`src/rtl/pc_fetch_unit.sv`:
```
// Program counter and fetch sequencer for the 16-bit single-cycle CPU.
// Selects the next fetch address from halt/jump/branch/sequential sources.
//
// state  | meaning
// BOOT   | first cycle after reset, fetch not yet valid, PC held at 0
// RUN    | fetching and retiring one instruction per unstalled cycle
// HALTED | HALT_WORD seen; PC and retire count frozen until reset
module pc_fetch_unit #(
    parameter int unsigned MEM_BYTES = 256,
    parameter logic [15:0] HALT_WORD = 16'h0000,
    parameter logic [3:0]  JUMP_OP   = 4'b0110
) (
    input  logic        clk,
    input  logic        reset,
    input  logic        Stall,
    input  logic        Branch_Taken,
    input  logic [15:0] Branch_Offset,
    input  logic [15:0] Instr_In,
    output logic [15:0] Instr_Addr,
    output logic [15:0] PC_Plus2,
    output logic        Instr_Valid,
    output logic        Halted,
    output logic [15:0] Retire_Count
);

    // Keeps every computed PC even and inside the memory window.
    localparam logic [15:0] PC_MASK = 16'(MEM_BYTES - 1) & 16'hFFFE;

    typedef enum logic [1:0] {
        BOOT   = 2'd0,
        RUN    = 2'd1,
        HALTED = 2'd2
    } state_t;

    state_t      state_q;
    logic [15:0] pc_q;
    logic [15:0] pc_d;
    logic [15:0] retire_q;
    logic [15:0] retire_d;
    logic        valid_q;
    logic        halted_q;
    logic [15:0] pc_plus2;
    logic [15:0] jump_tgt;
    logic [15:0] branch_tgt;
    logic        is_halt;
    logic        is_jump;

    always_comb begin
        pc_plus2   = (pc_q + 16'd2) & PC_MASK;
        jump_tgt   = {3'b000, Instr_In[11:0], 1'b0} & PC_MASK;
        branch_tgt = (pc_q + 16'd2 + (Branch_Offset << 1)) & PC_MASK;
        is_halt    = (Instr_In == HALT_WORD);
        is_jump    = (Instr_In[15:12] == JUMP_OP);

        pc_d = pc_plus2;
        if (is_jump) begin
            pc_d = jump_tgt;
        end else if (Branch_Taken) begin
            pc_d = branch_tgt;
        end

        retire_d = (retire_q == 16'hFFFF) ? retire_q : retire_q + 16'd1;
    end

    always_ff @(posedge clk) begin
        if (reset) begin
            state_q  <= BOOT;
            pc_q     <= 16'd0;
            retire_q <= 16'd0;
            valid_q  <= 1'b0;
            halted_q <= 1'b0;
        end else begin
            case (state_q)
                BOOT: begin
                    state_q <= RUN;
                    valid_q <= 1'b1;
                end
                RUN: begin
                    // A stalled cycle re-presents the same fetch untouched.
                    if (!Stall) begin
                        if (is_halt) begin
                            state_q  <= HALTED;
                            valid_q  <= 1'b0;
                            halted_q <= 1'b1;
                        end else begin
                            pc_q     <= pc_d;
                            retire_q <= retire_d;
                        end
                    end
                end
                HALTED: begin
                    state_q  <= HALTED;
                    valid_q  <= 1'b0;
                    halted_q <= 1'b1;
                end
                default: begin
                    state_q  <= BOOT;
                    pc_q     <= 16'd0;
                    valid_q  <= 1'b0;
                    halted_q <= 1'b0;
                end
            endcase
        end
    end

    assign Instr_Addr   = pc_q;
    assign PC_Plus2     = pc_plus2;
    assign Instr_Valid  = valid_q;
    assign Halted       = halted_q;
    assign Retire_Count = retire_q;

endmodule

```
`config.mk`:
```
export PLATFORM = sky130hd
export DESIGN_NAME = pc_fetch_unit
export DESIGN_NICKNAME = d
export VERILOG_FILES = /design/src/rtl/pc_fetch_unit.sv
export SDC_FILE = /design/constraint.sdc
export NUM_CORES = 1
export LEC_CHECK = 0
export ABC_AREA = 1
export BUFFER_PORTS_ARGS = -buffer_cell sky130_fd_sc_hd__buf_4
export CAP_MARGIN = 25
export CORE_ASPECT_RATIO = 0.9
export CORE_MARGIN = 1
export CORE_UTILIZATION = 35
export CTS_BUF_LIST = sky130_fd_sc_hd__clkbuf_2
export DETAILED_ROUTE_END_ITERATION = 8
export GPL_TIMING_DRIVEN = 0
export PLACE_DENSITY_LB_ADDON = 0.12
export SKIP_LAST_GASP = 1
export SYNTH_ARGS = -nofsm -noshare
export SYNTH_HDL_FRONTEND = slang
export SYNTH_SLANG_ARGS = --single-unit
```
`constraint.sdc`:
```
create_clock -name clk -period 2.9 [get_ports clk]
set_input_delay 0.435 -clock clk [delete_from_list [all_inputs] [get_ports clk]]
set_output_delay 0.435 -clock clk [all_outputs]
set_load 0.02 [all_outputs]
```
==> results.yml, run 1 <==
outcome:
  status: "complete, no violations"
clock_network:
  cts-root-buf: "clkbuf_2"
  clock_latency_ns: 0.36
  htreeDepth: 1
  cts_buffer_depth: 2
  clk_pin_slew_ns: 0.22
  hold_buffers: 0
  postCtsSetupRepairBufs: 0
  cts_sinks: 26
  cts_buffers: 3
  cts_tree: "done"
  cts_resized: 0
grt:
  grt_util_met1: 0.223
  antenna_found_initial: 0
  grt_pass1_wl_mm: 8.00
  grt_pass1_vias: 1775
  overflow: 0
  grt.busiest_layer: "met2"
  grtUsageTotal: 0.166
  use_met2: 0.281
  met3_usage: 0.0196
  grt_max_degree: 15
floorplan:
  die_area_um2: 6170
  start_util: 0.362
  fp.dieH_um: 74.6
  rows: 26
  fp.coreArea_um2: 5660
  fp.dieW_um: 82.7
  ios: 86
placed_design:
  portBuffers: 58
  detailed_place_hpwl_mm: 3.96
  place_congestion: 0.846
  dpl.cell_count: 448
  post_dp_cell_area_um2: 2640
finish:
  final_cells: 452
  fin_area_um2: 2660
  fill_cells: 622
  drive_gt1_frac: 0.259
  antenna_cells: 0
  syn_to_final_growth_pct: 29.5
  fin_nets: 431
timing:
  rsz0062_at_grt: "no"
  final_max_slew_viol_count: 0
  hold_viol_final: 0
  min_period_ns: 2.16
  fin_crit_sh: 0.744
  clock_skew_ns: 0.0278
  final-setup-viol-count: 0
  max_freq_mhz: 464
  fin_setup_tns_ns: 0
synth:
  ys_ff_latch: 26
  ys.warnings.count: 0
  ys_seq_area_frac: 0.254
  synth_area_leaders: "dfxtp_1, nand2_1, buf_4"
  synthArstFlopShare: 0
  synth_common_cells: "nand2_1, nor2_1, dfxtp_1, nand3_1"
  synth_area_um2: 2050
  ys_types: 39
  syn_avg_cell_area_um2: 6.76
  synth_top_area_share: 0.254
  syn_inst: 303
  synth_area_leader_cell: "dfxtp_1"
  synth_flop_cell: "dfxtp_1"
  yosysMostFrequentCell: "nand2_1"
  synth_edf_count: 0
critical_path:
  r2r-end: "Instr_Addr[5]"
  rr_worst_depth: 12
  cp_max_fo: 5
  worstPathRequired_ns: 3.15
  cpMaxStageDelayCell: "dfxtp_1"
  max_stage_delay_ns: 0.45
  rrSetupSlack_ns: 0.74
  criticalPathCategory: "reg2reg"
  start_kind: "flop"
  timing.rr.start: "Instr_Addr[1]"
  crit_chain: "ha_1, xor2_1, ha_1, nand2_1, nand2_1, nand2_1, xor2_1, nand2_1, o21ai_0, nand2_1, nand2_1, a21oi_1"
  cpMostUsedCell: "nand2_1"
  crit_path_end_kind: "flop"
  cp_data_arrival_time_ns: 2.40
pwr:
  vdd_drop_max_mv: 0.290
  p_leak_nw: 1.26
  power_switching_mw: 0.503
  seqPwrFrac: 0.365
  combinationalPowerShare: 0.518
  power.density_nw_per_um2: 444
  p_int_mw: 0.675
  clkPwrFrac: 0.117
  swShare: 0.427
min_path:
  hold_depth: 2
  min-delay-start: "reset"
  min_to: "Halted"
  min_path_type: "in2reg"
drt:
  drtPass1Iterations: 4
  drtIter0Drc: 72
  viasPerCell: 4.63
  vias: 2093
  drc: 0
  wl_per_cell_um: 10.7
  antenna_left: 0
  finalWirelength_mm: 4.85
run:
  maxCapViolations: 0
## logic make-up after synthesis
family | synth area share
compound gates | 0.109
buf+inv | 0.134
other cells | 0.00183
simple gates | 0.377
flops | 0.254
fa+ha+maj | 0.0769
xor+xnor | 0.0470
## metal layers
layer  wire (um)  share of wire
met1        2310           0.48
met5           0              0
met4          49          0.010
met3         265          0.055
met2        2220           0.46
## stage by stage
step	total power, mW	hold WS, ns	utilization	setup slack [ns]
global route	1.29	0.219	0.469	0.452
detailed placement	1.05	0.466	0.466	0.749
finish	1.18	0.259	0.469	0.743
CTS	1.19	0.245	0.469	0.749
global placement	1.05	0.466	0.466	0.784
floorplan	0.863	0.473	-	0.629
## area by class of cell
type	count	area (um^2)	area share
plain buffers	24	179	0.0674
inverters	25	96.3	0.0363
clock inverters	1	3.75	0.00141
multi-input cells	245	1320	0.496
well taps	70	87.6	0.0330
repair buffers	58	435	0.164
flip-flops and latches	26	520	0.196
clock buffers	3	15.0	0.00566
## worst max-delay path, delay by kind of cell (launching register included)
kind	cells	cell delay (ns)
AOI/OAI and AO/OA	2	0.15
xor gates and xnor gates	2	0.43
adders and majority gates	2	0.60
DFF	1	0.45
and+or+nand+nor	6	0.43
## cells in the final DEF (no fill, tap or decap), types with 10 or more instances in the layout
master / instances
a21oi_1: 23
buf_4: 77
conb_1: 18
dfxtp_1: 26
ha_1: 11
inv_1: 23
nand2_1: 73
nand3_1: 26
nor2_1: 37
o21ai_0: 10
## how the worst max path moves through the flow
| stage | startpoint | end | slack [ns] | cells past startpoint |
|---|---|---|---|---|
| final | Instr_Addr[1] | Instr_Addr[5] | 0.74 | 12 |
| after global routing | Instr_Addr[3] | Instr_Addr[7] | 0.45 | 12 |
| after CTS | Instr_Addr[1] | Instr_Addr[5] | 0.75 | 12 |
| after detailed placement | Instr_Addr[3] | Instr_Addr[7] | 0.75 | 14 |
| after global placement | Instr_Addr[3] | Instr_Addr[7] | 0.78 | 13 |
| after floorplan | Instr_Addr[1] | Instr_Addr[5] | 0.63 | 12 |
## sequential cells by signal, indices dropped and copies added (netlist names)
| signal | flops |
|---|---|
| Retire_Count | 16 |
| Instr_Addr | 7 |
| Halted | 1 |
| state_q | 2 |
## power groups by stage
stage	registers, mW	logic, mW	clock network (mW)
2_1_floorplan	0.470	0.393	0
3_3_place_gp	0.436	0.611	0
3_5_place_dp	0.437	0.614	0
4_1_cts	0.430	0.617	0.145
5_1_grt	0.436	0.686	0.164
6_report	0.430	0.610	0.138
(Power assumes the default switching activity.)
==> run 2, diff against run 1 <==
Clock period 2.9 ns to 2.2 ns, I/O delays scaled along.
==> results.yml, run 2 (same netlist as run 1, synthesis figures left out) <==
outcome:
  status: "complete, no violations"
floorplan:
  start_util: 0.362
  fp.dieH_um: 74.6
  rows: 26
  fp.dieW_um: 82.7
  ios: 86
  die_area_um2: 6170
  fp.coreArea_um2: 5660
critical_path:
  criticalPathCategory: "reg2reg"
  cp_data_arrival_time_ns: 2.36
  worstPathRequired_ns: 2.50
  crit_path_end_kind: "flop"
  cp_max_fo: 4
  max_stage_delay_ns: 0.54
  cpMaxStageDelayCell: "fa_1"
  crit_chain: "ha_2, fa_1, nor2_1, o21ai_0, o21ai_0, nor2_1, nand3_1, a21oi_1"
  start_kind: "flop"
clock_network:
  cts_tree: "done"
  cts-root-buf: "clkbuf_2"
  cts_sinks: 26
  clk_pin_slew_ns: 0.28
  hold_buffers: 0
  clock_latency_ns: 0.38
  cts_buffer_depth: 2
  htreeDepth: 1
  cts_buffers: 3
drt:
  vias: 2082
  drc: 0
  wl_per_cell_um: 11.0
  viasPerCell: 4.58
  drtIter0Drc: 76
  antenna_left: 0
  finalWirelength_mm: 5.00
  drtPass1Iterations: 4
min_path:
  min_path_type: "in2reg"
timing:
  fin_setup_tns_ns: 0
  hold_viol_final: 0
  hold_slack_ns: 0.120
  min_period_ns: 2.06
  final-setup-viol-count: 0
  rsz0062_at_grt: "no"
  clock_skew_ns: 0.0318
  max_freq_mhz: 485
  fin_crit_sh: 0.938
  final_max_slew_viol_count: 0
placed_design:
  place_congestion: 0.839
  post_dp_cell_area_um2: 2650
  detailed_place_hpwl_mm: 4.06
  portBuffers: 58
finish:
  largest_reg_flops: 16
  drive_gt1_frac: 0.294
  syn_to_final_growth_pct: 34.6
  fill_cells: 604
  fin_nets: 434
  layout_commonest_cell: "buf_4"
  fin_area_um2: 2760
  antenna_cells: 0
  layout_common_cells: "buf_4, nand2_1, nor2_1"
grt:
  antenna_found_initial: 0
  grt_pass1_vias: 1820
  grt_pass1_wl_mm: 7.94
  grt_max_degree: 16
  overflow: 0
  grtUsageTotal: 0.164
pwr:
  p_leak_nw: 1.29
  vdd_drop_max_mv: 0.534
  power.density_nw_per_um2: 626
run:
  maxCapViolations: 0
[run 2: cell count changes in the layout (fill, tap and decap cells not counted), moves of 2 or more]
| cell | change |
|---|---|
| buf_4 | +3 |
| ha_1 | -3 |
| ha_4 | +2 |
| dfxtp_1 | -4 |
| dfxtp_4 | +3 |
[run 2: layout make-up]
| type | count | area [um^2] | share of cell area |
|---|---|---|---|
| multi-input cells | 245 | 1360 | 0.493 |
| clock buffers | 3 | 15.0 | 0.00544 |
| repair buffers | 61 | 458 | 0.166 |
| clock inverters | 1 | 30.0 | 0.0109 |
| plain buffers | 24 | 179 | 0.0649 |
| inverters | 25 | 96.3 | 0.0349 |
| well taps | 70 | 87.6 | 0.0318 |
| flip-flops and latches | 26 | 533 | 0.193 |
[run 2: worst max-delay path, delay by kind of cell (launching register included)]
kind / cells / cell delay [ns]
AOI/OAI and AO/OA: 3 / 0.52
DFF: 1 / 0.41
adders and majority gates: 2 / 0.86
and+or+nand+nor: 3 / 0.24
[run 2: metrics by stage]
step	power, mW	setup WS (ns)	utilization	std cells
2_1_floorplan	1.14	0.00972	-	320
3_3_place_gp	1.39	0.0368	0.467	448
3_5_place_dp	1.40	0.0185	0.467	448
4_1_cts	1.71	0.0143	0.475	452
5_1_grt	1.86	0.0227	0.487	455
6_report	1.73	0.137	0.487	455
[run 2: repair_timing]
| item | CTS | global route |
|---|---|---|
| endpoints found under the setup margin | 0 | 4 |
| gates resized for setup | 0 | 11 |
| buffers inserted | 0 | 3 |
[run 2: layer usage]
metal,GRT usage,wire length [um],vias up
met5,0,0,-
met4,0.0345,40,0
met3,0.0147,230,6
met2,0.279,2260,50
met1,0.225,2470,903
li1,-,-,1123
[run 2: report_power, final]
group / internal (mW) / leakage, nW / total [mW] / switching [mW]
combinational: 0.352 / 1.05 / 0.850 / 0.497
sequential: 0.526 / 0.213 / 0.567 / 0.0417
clock: 0.156 / 0.0266 / 0.309 / 0.152
total: 1.03 / 1.29 / 1.73 / 0.691
[run 2: path summary, 6_finish.rpt]
kind | start | to | slack (ns) | cells after the start
setup / recovery | Instr_Addr[1] | Instr_Addr[2] | 0.14 | 8
hold / removal | reset | Retire_Count[10] | 0.12 | 2
setup reg to reg | Instr_Addr[1] | Instr_Addr[2] | 0.14 | 8
hold reg to reg | Halted | Halted | 0.50 | 2
==> run 3, diff against run 2 <==
Settings changed: GPL_TIMING_DRIVEN 0 to 1, RECOVER_POWER set to 50.
Clock period 2.2 ns to 2 ns, I/O delays scaled along.
==> results.yml, run 3 (same netlist as run 1, synthesis figures left out) <==
clock_network:
  hold_buffers: 0
  cts-root-buf: "clkbuf_2"
  cts_tree: "done"
  cts_buffers: 3
  htreeDepth: 1
  clock_latency_ns: 0.36
  clk_pin_slew_ns: 0.24
  cts_sinks: 26
  cts_buffer_depth: 2
critical_path:
  cp_max_fo: 4
  path_buf_inv: 2
  criticalPathCategory: "reg2reg"
  worstPathRequired_ns: 2.32
  cpMostUsedCell: "nand2_1"
  rr_worst_depth: 15
  crit_path_end_kind: "flop"
  cp_top_family: "simple AND/OR/NAND/NOR gates"
  cp.depth: 15
  crit_chain: "ha_4, nand3_2, xor2_1, inv_2, ha_4, nand2_2, inv_2, nand3_2, nand2_1, nand2_1, nand3_1, nand2_1, nand3_2, nand2_1, a21oi_1"
  start_kind: "flop"
  cpMaxStageDelayCell: "dfxtp_4"
  cp_data_arrival_time_ns: 2.24
  max_stage_delay_ns: 0.44
floorplan:
  rows: 26
  fp.dieW_um: 82.7
  die_area_um2: 6170
  fp.dieH_um: 74.6
  ios: 86
  start_util: 0.362
  fp.coreArea_um2: 5660
pwr:
  vdd_drop_max_mv: 0.548
  p_leak_nw: 1.17
  p_int_mw: 0.998
  clkPwrFrac: 0.115
  combinationalPowerShare: 0.527
  power_switching_mw: 0.769
  seqPwrFrac: 0.358
  swShare: 0.435
  power.density_nw_per_um2: 660
placed_design:
  post_dp_cell_area_um2: 2540
  detailed_place_hpwl_mm: 3.78
  place_congestion: 0.794
  portBuffers: 58
  pre_cts_ws_ns: -0.0642
timing:
  final_max_slew_viol_count: 0
  hold_slack_ns: 0.190
  final-setup-viol-count: 0
  hold_viol_final: 0
  min_period_ns: 1.92
  rsz0062_at_grt: "yes"
  fin_crit_sh: 0.960
  clock_skew_ns: 0.00204
  fin_ws_ns: 0.0795
  max_freq_mhz: 521
finish:
  layout_commonest_cell: "nand2_1"
  antenna_cells: 0
  fin_nets: 417
  drive_gt1_frac: 0.285
  syn_to_final_growth_pct: 30.6
  largest_reg_flops: 16
  layout_common_cells: "nand2_1, buf_4, nor2_1"
  fin_area_um2: 2680
  utilization: 0.473
drt:
  viasPerCell: 4.63
  finalWirelength_mm: 5.01
  drtIter0Drc: 61
  drtPass1Iterations: 4
  drc: 0
  antenna_left: 0
  wl_per_cell_um: 11.4
  vias: 2028
grt:
  overflow: 0
  antenna_found_initial: 0
  grtUsageTotal: 0.163
  grt_pass1_wl_mm: 7.79
  grt_max_degree: 19
  grt_pass1_vias: 1738
min_path:
  min_path_type: "in2reg"
  hold_depth: 2
outcome:
  status: "complete, no violations"
run:
  maxCapViolations: 0
## run 3: cell types whose count changed in the layout (fill, tap and decap cells not counted), moves of 2 or more
| cell | before | now |
|---|---|---|
| o21ai_0 | 10 | 7 |
| inv_2 | 0 | 2 |
| ha_4 | 2 | 5 |
| clkbuf_1 | 1 | 5 |
| inv_1 | 23 | 21 |
| ha_1 | 8 | 5 |
| buf_4 | 80 | 63 |
| buf_2 | 2 | 0 |
| buf_6 | 2 | 0 |
| nand3_2 | 2 | 5 |
| nand3_1 | 26 | 22 |
| o21ai_1 | 1 | 3 |
## run 3: metal layers
metal	GRT usage	up-vias	routed length, um
met1	0.224	887	2480
li1	-	1081	-
met4	0.0441	0	58
met2	0.270	53	2260
met3	0.0172	7	209
met5	0	-	0
## run 3: worst paths after layout
path	startpoint	end	slack, ns
worst min-delay path	reset	Retire_Count[10]	0.19
worst max-delay path	Instr_Addr[2]	Instr_Addr[7]	0.08
worst min register to register	Halted	Halted	0.49
worst max register to register	Instr_Addr[2]	Instr_Addr[7]	0.08
## run 3: metrics by stage
step                      total power, mW  cells  TNS (ns)
after floorplan                      1.27    320         0
after global placement               1.53    430         0
after detailed placement             1.53    430   -0.0642
after CTS                            1.76    436         0
after global routing                 1.92    438    -0.133
final                                1.77    438         0
## run 3: timing repair
action | 4_1_cts | 5_1_grt
setup buffers | 2 | 2
endpoints found under the setup margin | 1 | 4
gates resized for setup | 4 | 19
pin swaps | 1 | 12
## run 3: cell type report
type                       instances  area (um^2)
clock inverter                     1         3.75
clock buffer                       3         15.0
inverter                          25         96.3
sequential                        26          536
fill                             599         2980
multi-input combinational        245         1450
timing repair buffer              68          492
tap                               70         87.6
## run 3: worst register-to-register path: cells and delay by family, from the launching register on
family	cells	cell delay [ns]
flip-flops	1	0.44
AND/OR/NAND/NOR	9	0.58
buffers and inverters	2	0.12
adder cells (fa/ha/maj)	2	0.46
XOR/XNOR	1	0.16
AO/OA/AOI/OAI	1	0.13
## run 3: power by group through the flow
stage                     Sequential, mW  Clock [mW]  Combinational [mW]
after floorplan                    0.692           0               0.583
after global placement             0.639           0               0.894
after detailed placement           0.641           0               0.891
after CTS                          0.628       0.213               0.919
after global routing               0.642       0.227                1.05
final                              0.633       0.204               0.931
